$ cat config.mk
export PLATFORM = sky130hd
export DESIGN_NAME = prefetch_queue
export DESIGN_NICKNAME = d
export VERILOG_FILES = /design/src/rtl/prefetch_queue.sv
export SDC_FILE = /design/constraint.sdc
export NUM_CORES = 1
export LEC_CHECK = 0
export ABC_AREA = 1
export BUFFER_PORTS_ARGS = -buffer_cell sky130_fd_sc_hd__buf_2
export CAP_MARGIN = 15
export CORE_MARGIN = 10
export CORE_UTILIZATION = 38
export CTS_CLUSTER_SIZE = 25
export DETAILED_ROUTE_END_ITERATION = 12
export PLACE_DENSITY_LB_ADDON = 0.08
export SLEW_MARGIN = 20
export SYNTH_ARGS = -nofsm -noshare
export SYNTH_HDL_FRONTEND = slang
export SYNTH_SLANG_ARGS = --single-unit
$ cat constraint.sdc
create_clock -name phi1 -period 7.4 [get_ports phi1]
set_input_delay 1.11 -clock phi1 [delete_from_list [all_inputs] [get_ports phi1]]
set_output_delay 1.11 -clock phi1 [all_outputs]
set_load 0.05 [all_outputs]
$ cat src/rtl/prefetch_queue.sv
// Instruction-byte prefetch FIFO: fetches the reset vector, then streams PC-tagged bytes.
// Optional same-cycle memory-to-head bypass when PREFETCH_BYPASS_EN is defined (assumes ADDR_WIDTH == 2*REG_WIDTH).
module prefetch_queue #(
  parameter int                    REG_WIDTH  = 8,
  parameter int                    ADDR_WIDTH = 16,
  parameter int                    DEPTH      = 4,
  parameter logic [ADDR_WIDTH-1:0] VEC_ADDR   = 16'hFFFC
) (
  input  logic                         phi1,
  input  logic                         reset,
  input  logic                         flush,
  input  logic [ADDR_WIDTH-1:0]        flush_addr,
  output logic                         mem_rd,
  output logic [ADDR_WIDTH-1:0]        mem_addr,
  input  logic                         mem_ack,
  input  logic [REG_WIDTH-1:0]         mem_data,
  input  logic                         pop,
  output logic                         head_valid,
  output logic [REG_WIDTH-1:0]         head_data,
  output logic [ADDR_WIDTH-1:0]        head_pc,
  output logic [$clog2(DEPTH+1)-1:0]   count,
  output logic                         running
);

  localparam int PW = $clog2(DEPTH);
  localparam int CW = $clog2(DEPTH+1);
  localparam logic [CW-1:0]         DEPTH_C = CW'(DEPTH);
  localparam logic [PW-1:0]         ONE_P   = PW'(1);
  localparam logic [ADDR_WIDTH-1:0] ONE_A   = ADDR_WIDTH'(1);

  typedef enum logic [1:0] {VLO, VHI, RUN} state_t;

  state_t                state, state_next;
  logic [ADDR_WIDTH-1:0] fetch_pc, fetch_pc_next;
  logic [REG_WIDTH-1:0]  data_q [DEPTH];
  logic [ADDR_WIDTH-1:0] pc_q   [DEPTH];
  logic [PW-1:0]         wr_ptr, rd_ptr;
  logic [CW-1:0]         count_next;
  logic                  mem_rd_next;
  logic                  acked, bypass_hit, do_push, do_pop;

  // An ack only counts against an outstanding request; a late ack after reset is ignored.
  assign acked = mem_rd && mem_ack;

`ifdef PREFETCH_BYPASS_EN
  assign bypass_hit = (state == RUN) && acked && !flush && (count == '0);
  assign head_valid = (count != '0) || bypass_hit;
  assign head_data  = bypass_hit ? mem_data : data_q[rd_ptr];
  assign head_pc    = bypass_hit ? fetch_pc : pc_q[rd_ptr];
`else
  assign bypass_hit = 1'b0;
  assign head_valid = (count != '0);
  assign head_data  = data_q[rd_ptr];
  assign head_pc    = pc_q[rd_ptr];
`endif

  assign do_pop  = pop && (count != '0) && !flush;
  assign do_push = (state == RUN) && acked && !flush && (count != DEPTH_C) && !(bypass_hit && pop);

  always_ff @(posedge phi1 or posedge reset) begin
    if (reset) begin
      state    <= VLO;
      fetch_pc <= '0;
    end else begin
      state    <= state_next;
      fetch_pc <= fetch_pc_next;
    end
  end

  // Flush overrides any same-cycle ack, including during the vector fetch.
  always_comb begin
    state_next    = state;
    fetch_pc_next = fetch_pc;
    if (flush) begin
      state_next    = RUN;
      fetch_pc_next = flush_addr;
    end else if (acked) begin
      case (state)
        VLO: begin
          fetch_pc_next[REG_WIDTH-1:0] = mem_data;
          state_next                   = VHI;
        end
        VHI: begin
          fetch_pc_next[ADDR_WIDTH-1:REG_WIDTH] = mem_data;
          state_next                            = RUN;
        end
        RUN: begin
          if (count != DEPTH_C) fetch_pc_next = fetch_pc + ONE_A;
        end
        default: state_next = VLO;
      endcase
    end
  end

  always_comb begin
    mem_addr = fetch_pc;
    running  = 1'b0;
    case (state)
      VLO:     mem_addr = VEC_ADDR;
      VHI:     mem_addr = VEC_ADDR + ONE_A;
      RUN:     running  = 1'b1;
      default: mem_addr = fetch_pc;
    endcase
  end

  always_comb begin
    count_next = count;
    if (flush) count_next = '0;
    else if (do_push && !do_pop) count_next = count + CW'(1);
    else if (do_pop && !do_push) count_next = count - CW'(1);
  end

  // A raised request is held until acked; otherwise request whenever there is room.
  always_comb begin
    if (mem_rd && !mem_ack) mem_rd_next = 1'b1;
    else if (state_next != RUN) mem_rd_next = 1'b1;
    else mem_rd_next = (count_next != DEPTH_C);
  end

  always_ff @(posedge phi1 or posedge reset) begin
    if (reset) begin
      mem_rd <= 1'b0;
      count  <= '0;
      wr_ptr <= '0;
      rd_ptr <= '0;
      for (int i = 0; i < DEPTH; i++) begin
        data_q[i] <= '0;
        pc_q[i]   <= '0;
      end
    end else begin
      mem_rd <= mem_rd_next;
      count  <= count_next;
      if (flush) begin
        wr_ptr <= '0;
        rd_ptr <= '0;
      end else begin
        if (do_push) begin
          data_q[wr_ptr] <= mem_data;
          pc_q[wr_ptr]   <= fetch_pc;
          wr_ptr         <= wr_ptr + ONE_P;
        end
        if (do_pop) rd_ptr <= rd_ptr + ONE_P;
      end
    end
  end

endmodule
After elaboration in Yosys (flattened, before gate mapping)
Cells that the tools add are included.

Input port bits: 29. Word-level logic and storage cells: 87. Bits in registers: 122.

Reduce and logical (&&, ||, !) cells: 24. Add/sub/neg operators: 5. Muxes and demuxes: 31. Eq/ne operators: 6. Bitwise operators: 3. $lt $le $gt $ge: 3.

Operators by type and width (number): $mux 16 (6); $bwmux 64 (1); $bmux 16 s2 (1); $bwmux 32 (1); $demux 16 s2 (1); $pmux 16 s2 (1); $pmux 8 s2 (2); $mux 8 (3); $add 16x1->16 const B (1); $bmux 8 s2 (1); $demux 8 s2 (1); $mux 2 (6); $logic_and 1x1->1 (10); $mux 3 (3); $reduce_bool 3->1 (3); $ge 3x3->1 const B (2); $ne 3x3->1 const B (2); $not 2->3 (2); $pmux 2 s3 (1); $reduce_and 3->1 (2); $reduce_bool 2->1 (3); $add 2x1->2 const B (2); $logic_not 1->1 (4); $add 3x1->3 const B (1); 10 further kinds (12).

Logic depth before layout (Yosys ltp)
Depth after elaboration: 12. Gate-level depth with buffers: 11. Mapped depth without buffers: 11.

Worst setup path after synthesis
OpenSTA, ideal clock, no wires.

Path kind: reg-to-output. From: register state[0]. To: output mem_addr[1]. Required time: 6290 ps. Arrival: 1772 ps. Setup slack: 4518 ps. Buffers on the path: 0. Cell stages (with the launch flop): 4. Cell sequence: dfrtp_1 -> inv_1 -> ha_1 -> nor3_1.

Longest elaborated chain between the ends: 2. Elaborated cells on any way between the ends: 3. Those cells by class: eq/ne (1); mux (1); reduce/logical (1).

RTL lines: start, declared (RTL line 33) `state_t state, state_next;`; start signal, assigned (RTL line 65) `state <= state_next;`; $eq 2x1->1 or $logic_not 2->1 (tied branches) (RTL line 98) `case (state)`; $pmux 16 s2 (*) (RTL line 98); end, declared (RTL line 14) `output logic [ADDR_WIDTH-1:0] mem_addr,`.

Every way passes the cells marked *; elsewhere a longest branch is shown, timed or not.

Worst setup path after layout
From: register rd_ptr[1]. To: output head_pc[15].

Longest elaborated chain between the ends: 4.

RTL lines: start, declared (RTL line 37) `logic [PW-1:0] wr_ptr, rd_ptr;`; start signal, assigned (RTL line 142) `if (do_pop) rd_ptr <= rd_ptr + ONE_P;`; $not 2->3 (implied by the code) (RTL line 54) `assign head_pc = pc_q[rd_ptr];`; $bmux 16 s2 (RTL line 54); $mux 16 (implied by the code) (2 in a row) (RTL line 54); end, declared (RTL line 20) `output logic [ADDR_WIDTH-1:0] head_pc,`.

Every way passes these cells. The select of a mux whose other input is x is not followed.

==> impl_metrics.py <==
metrics = {
    "worst_setup_path": {
        "cp_top_family": "buffers and inverters",
        "cp.required_ps": 6290,
        "crit_buf_inv": 2,
        "worstSetupPathType": "reg2out",
        "critPathMaxStageDelay_ps": 780,
        "cp.arrival_ps": 2650,
        "crit_chain": "inv_1, o21ai_0, o22ai_1, buf_2",
        "cp-end-kind": "output port",
        "cp_max_fo": 27,
        "crit_path_start_kind": "register",
        "cpMaxStageDelayCell": "inv_1",
    },
    "drt": {
        "drc": 0,
        "ant_nets": 0,
        "vias": 5381,
        "drtIter0Drc": 356,
        "vias_per_cell": 5.139,
        "routed_wl_mm": 17.66,
        "drtPass1Iterations": 5,
        "wl_per_cell_um": 16.87,
    },
    "sta": {
        "maxSlewHeadroom_pct": 33.65,
        "setup_viol": 0,
        "period_needed_ps": 3759,
        "rsz0062_at_grt": "no",
        "clock.fmax_mhz": 266.0,
        "hold_violations": 0,
        "fin_crit_sh_pct": 50.80,
        "maxSlewViolCount": 0,
        "setup_tns_ps": 0,
        "skew_ps": 4.941,
        "tightestPinTransition_ps": 991.7,
        "timing.final.ws_setup_ps": 3641,
    },
    "layout": {
        "final_core_util_pct": 44.88,
        "flow.area_growth_from_synthesis_pct": 16.45,
        "multiInputGateArea_um2": 2584,
        "regArea_um2": 3053,
        "fillers": 1640,
        "antenna_cells": 0,
        "nets": 858,
        "design_area_um2": 7103,
        "drive_above_1_share_pct": 14.56,
    },
    "logic_synthesis": {
        "synth_fp_nets": 804,
        "ys_types": 30,
        "ys_seq_area_share_pct": 50.05,
        "syn_inst": 764,
        "syn_area_um2": 6100,
        "yosysWarnings": 0,
        "ys_ff_latch": 122,
        "syn_avg_cell_area_um2": 7.984,
    },
    "power_and_ir_drop": {
        "p_int_w": 0.001657,
        "share_comb_of_total_power_pct": 31.7,
        "ir_drop_v": 0.0001577,
        "leakage_nw": 3.524,
        "switching_share_pct": 38.44,
        "seqPwrFrac_pct": 36.6,
        "power.switching_w": 0.001035,
        "power_density_nw_per_um2": 378.9,
        "clkPwrFrac_pct": 31.7,
    },
    "grt": {
        "track_usage_pct": 16.49,
        "grt-ovfl-total": 0,
        "grt_max_degree": 82,
        "grt_first_pass_wirelength_mm": 28.33,
        "antenna_found_initial": 0,
        "grt_pass1_vias": 5226,
    },
    "floorplanning": {
        "die_h_um": 146.7,
        "ios": 75,
        "die_w_um": 146.7,
        "fp.coreArea_um2": 15830,
        "die_area_um2": 21520,
        "start_util_pct": 38.54,
        "rows": 46,
    },
    "clock_tree": {
        "cts-root-buf": "clkbuf_16",
        "cts.clk_slew.worst_paths_ps": 50,
        "cts_resized": 0,
        "cts_tree": "done",
        "clk_latency_ps": 410,
        "htreeDepth": 4,
        "numCtsBuffers": 17,
        "cts_sinks": 122,
        "hold_buffers": 0,
        "clk_path_buf_depth": 2,
        "post_cts_buffers": 0,
    },
    "placement": {
        "dpl.hpwl_mm": 11.96,
        "place_ws_ps": 4098,
        "gp_congestion": 0.8543,
        "port_buffers": 74,
        "dpl_cell_area_um2": 6492,
    },
    "outcome": {
        "status": "finished, final reports clean",
    },
    "job": {
        "maxCapViolCount": 0,
    },
    "min_path": {
        "hold_path.class": "reg2reg",
    },
}
[registers in the layout (all words and copies together), names as in the netlist]
name and cells:
pc_q 64, mem_rd 1, fetch_pc 16, data_q 32, wr_ptr 2, count 3, rd_ptr 2, state 2
[through the flow]
step	cells	hold WS, ps	power [W]
floorplan	764	447.8	0.001631
global placement	1015	460.6	0.001833
detailed placement	1015	469.6	0.001851
CTS	1047	482.9	0.002715
global route	1047	503.1	0.002862
finish	1047	480.0	0.002692
[per-layer routing]
layer	up-vias	global-route usage (%)	share of wire (%)
met5	-	0	0
met3	25	4.607	6.3
met1	2554	21.32	46
met4	0	6.056	2.0
li1	2644	-	-
met2	158	25.75	46
[synthesized netlist by cell type (all sizes together)]
library cell  instances  area [um2]
nand4                 5       31.28
clkbuf               21       78.83
o211ai                1       7.510
o21ai               175       883.4
a21oi                19       95.09
nand2               187       711.9
nand3                25       142.6
ha                   11       137.6
and3                  1       6.260
buf                  21       193.9
dfrtp               122        3053
or2                   1       6.260
a21boi                1       7.510
nor2                 92       352.8
nor3                  3       15.01
a21o                  1       7.510
o21a                  1       7.510
xor2                  1       8.760
inv                  50       190.2
o22ai                26       162.7
[worst min-delay path, delay by kind of cell (launching register included)]
kind,cells,cell delay (ps)
flops,1,340
compound gates,1,60
simple gates,1,50
[cell usage in the layout (no fill, tap or decap), types with 4 or more instances in the layout]
master | Yosys | routed
o21ai_1 | 86 | 86
nand2_1 | 183 | 183
inv_1 | 46 | 45
buf_2 | 5 | 74
nand3_1 | 23 | 23
ha_1 | 11 | 11
o21ai_0 | 87 | 87
clkbuf_16 | 0 | 17
clkbuf_8 | 0 | 4
a21oi_1 | 19 | 19
nand2_2 | 4 | 4
clkinv_2 | 0 | 5
nand4_1 | 5 | 5
dfrtp_1 | 122 | 122
o22ai_1 | 26 | 26
nor2_1 | 91 | 91
[power by group through the flow]
stage          clock (W)  combinational (W)  sequential (W)
2_1_floorplan          0           0.000666        0.000964
6_report        0.000852           0.000853        0.000986
4_1_cts         0.000869           0.000863        0.000983
3_3_place_gp           0           0.000848        0.000985
3_5_place_dp           0           0.000860        0.000991
5_1_grt         0.000903           0.000947         0.00101
[worst paths after layout]
path                                 from           to  slack, ps  cells past startpoint
worst max register to register   state[0]     pc_q[13]       4560                      8
min in group asynchronous           reset     pc_q[46]        740                      2
worst max-delay path            rd_ptr[1]  head_pc[15]       3640                      4
worst min register to register   pc_q[26]     pc_q[26]        480                      2
worst min-delay path             pc_q[26]     pc_q[26]        480                      2
max in group asynchronous           reset     pc_q[48]       5520                      3
[cell families (layout without fill, tap and decap cells)]
group / after synthesis / in the layout / share of synthesized area (%)
AO/OA/AOI/OAI: 224 / 224 / 19.20
XOR/XNOR: 1 / 1 / 0.1436
adder cells (fa/ha/maj): 11 / 11 / 2.256
buffers and inverters: 92 / 159 / 7.590
flip-flops: 122 / 122 / 50.05
AND/OR/NAND/NOR: 314 / 314 / 20.76
[final cells by class]
| class | count | share of cell area (%) |
|---|---|---|
| Sequential cell | 122 | 42.98 |
| Clock buffer | 24 | 6.923 |
| Clock inverter | 8 | 1.621 |
| Multi-Input combinational cell | 550 | 36.37 |
| Inverter | 50 | 2.713 |
| Tap cell | 216 | 3.805 |
| Timing Repair Buffer | 77 | 5.584 |
(Power assumes the default switching activity.)
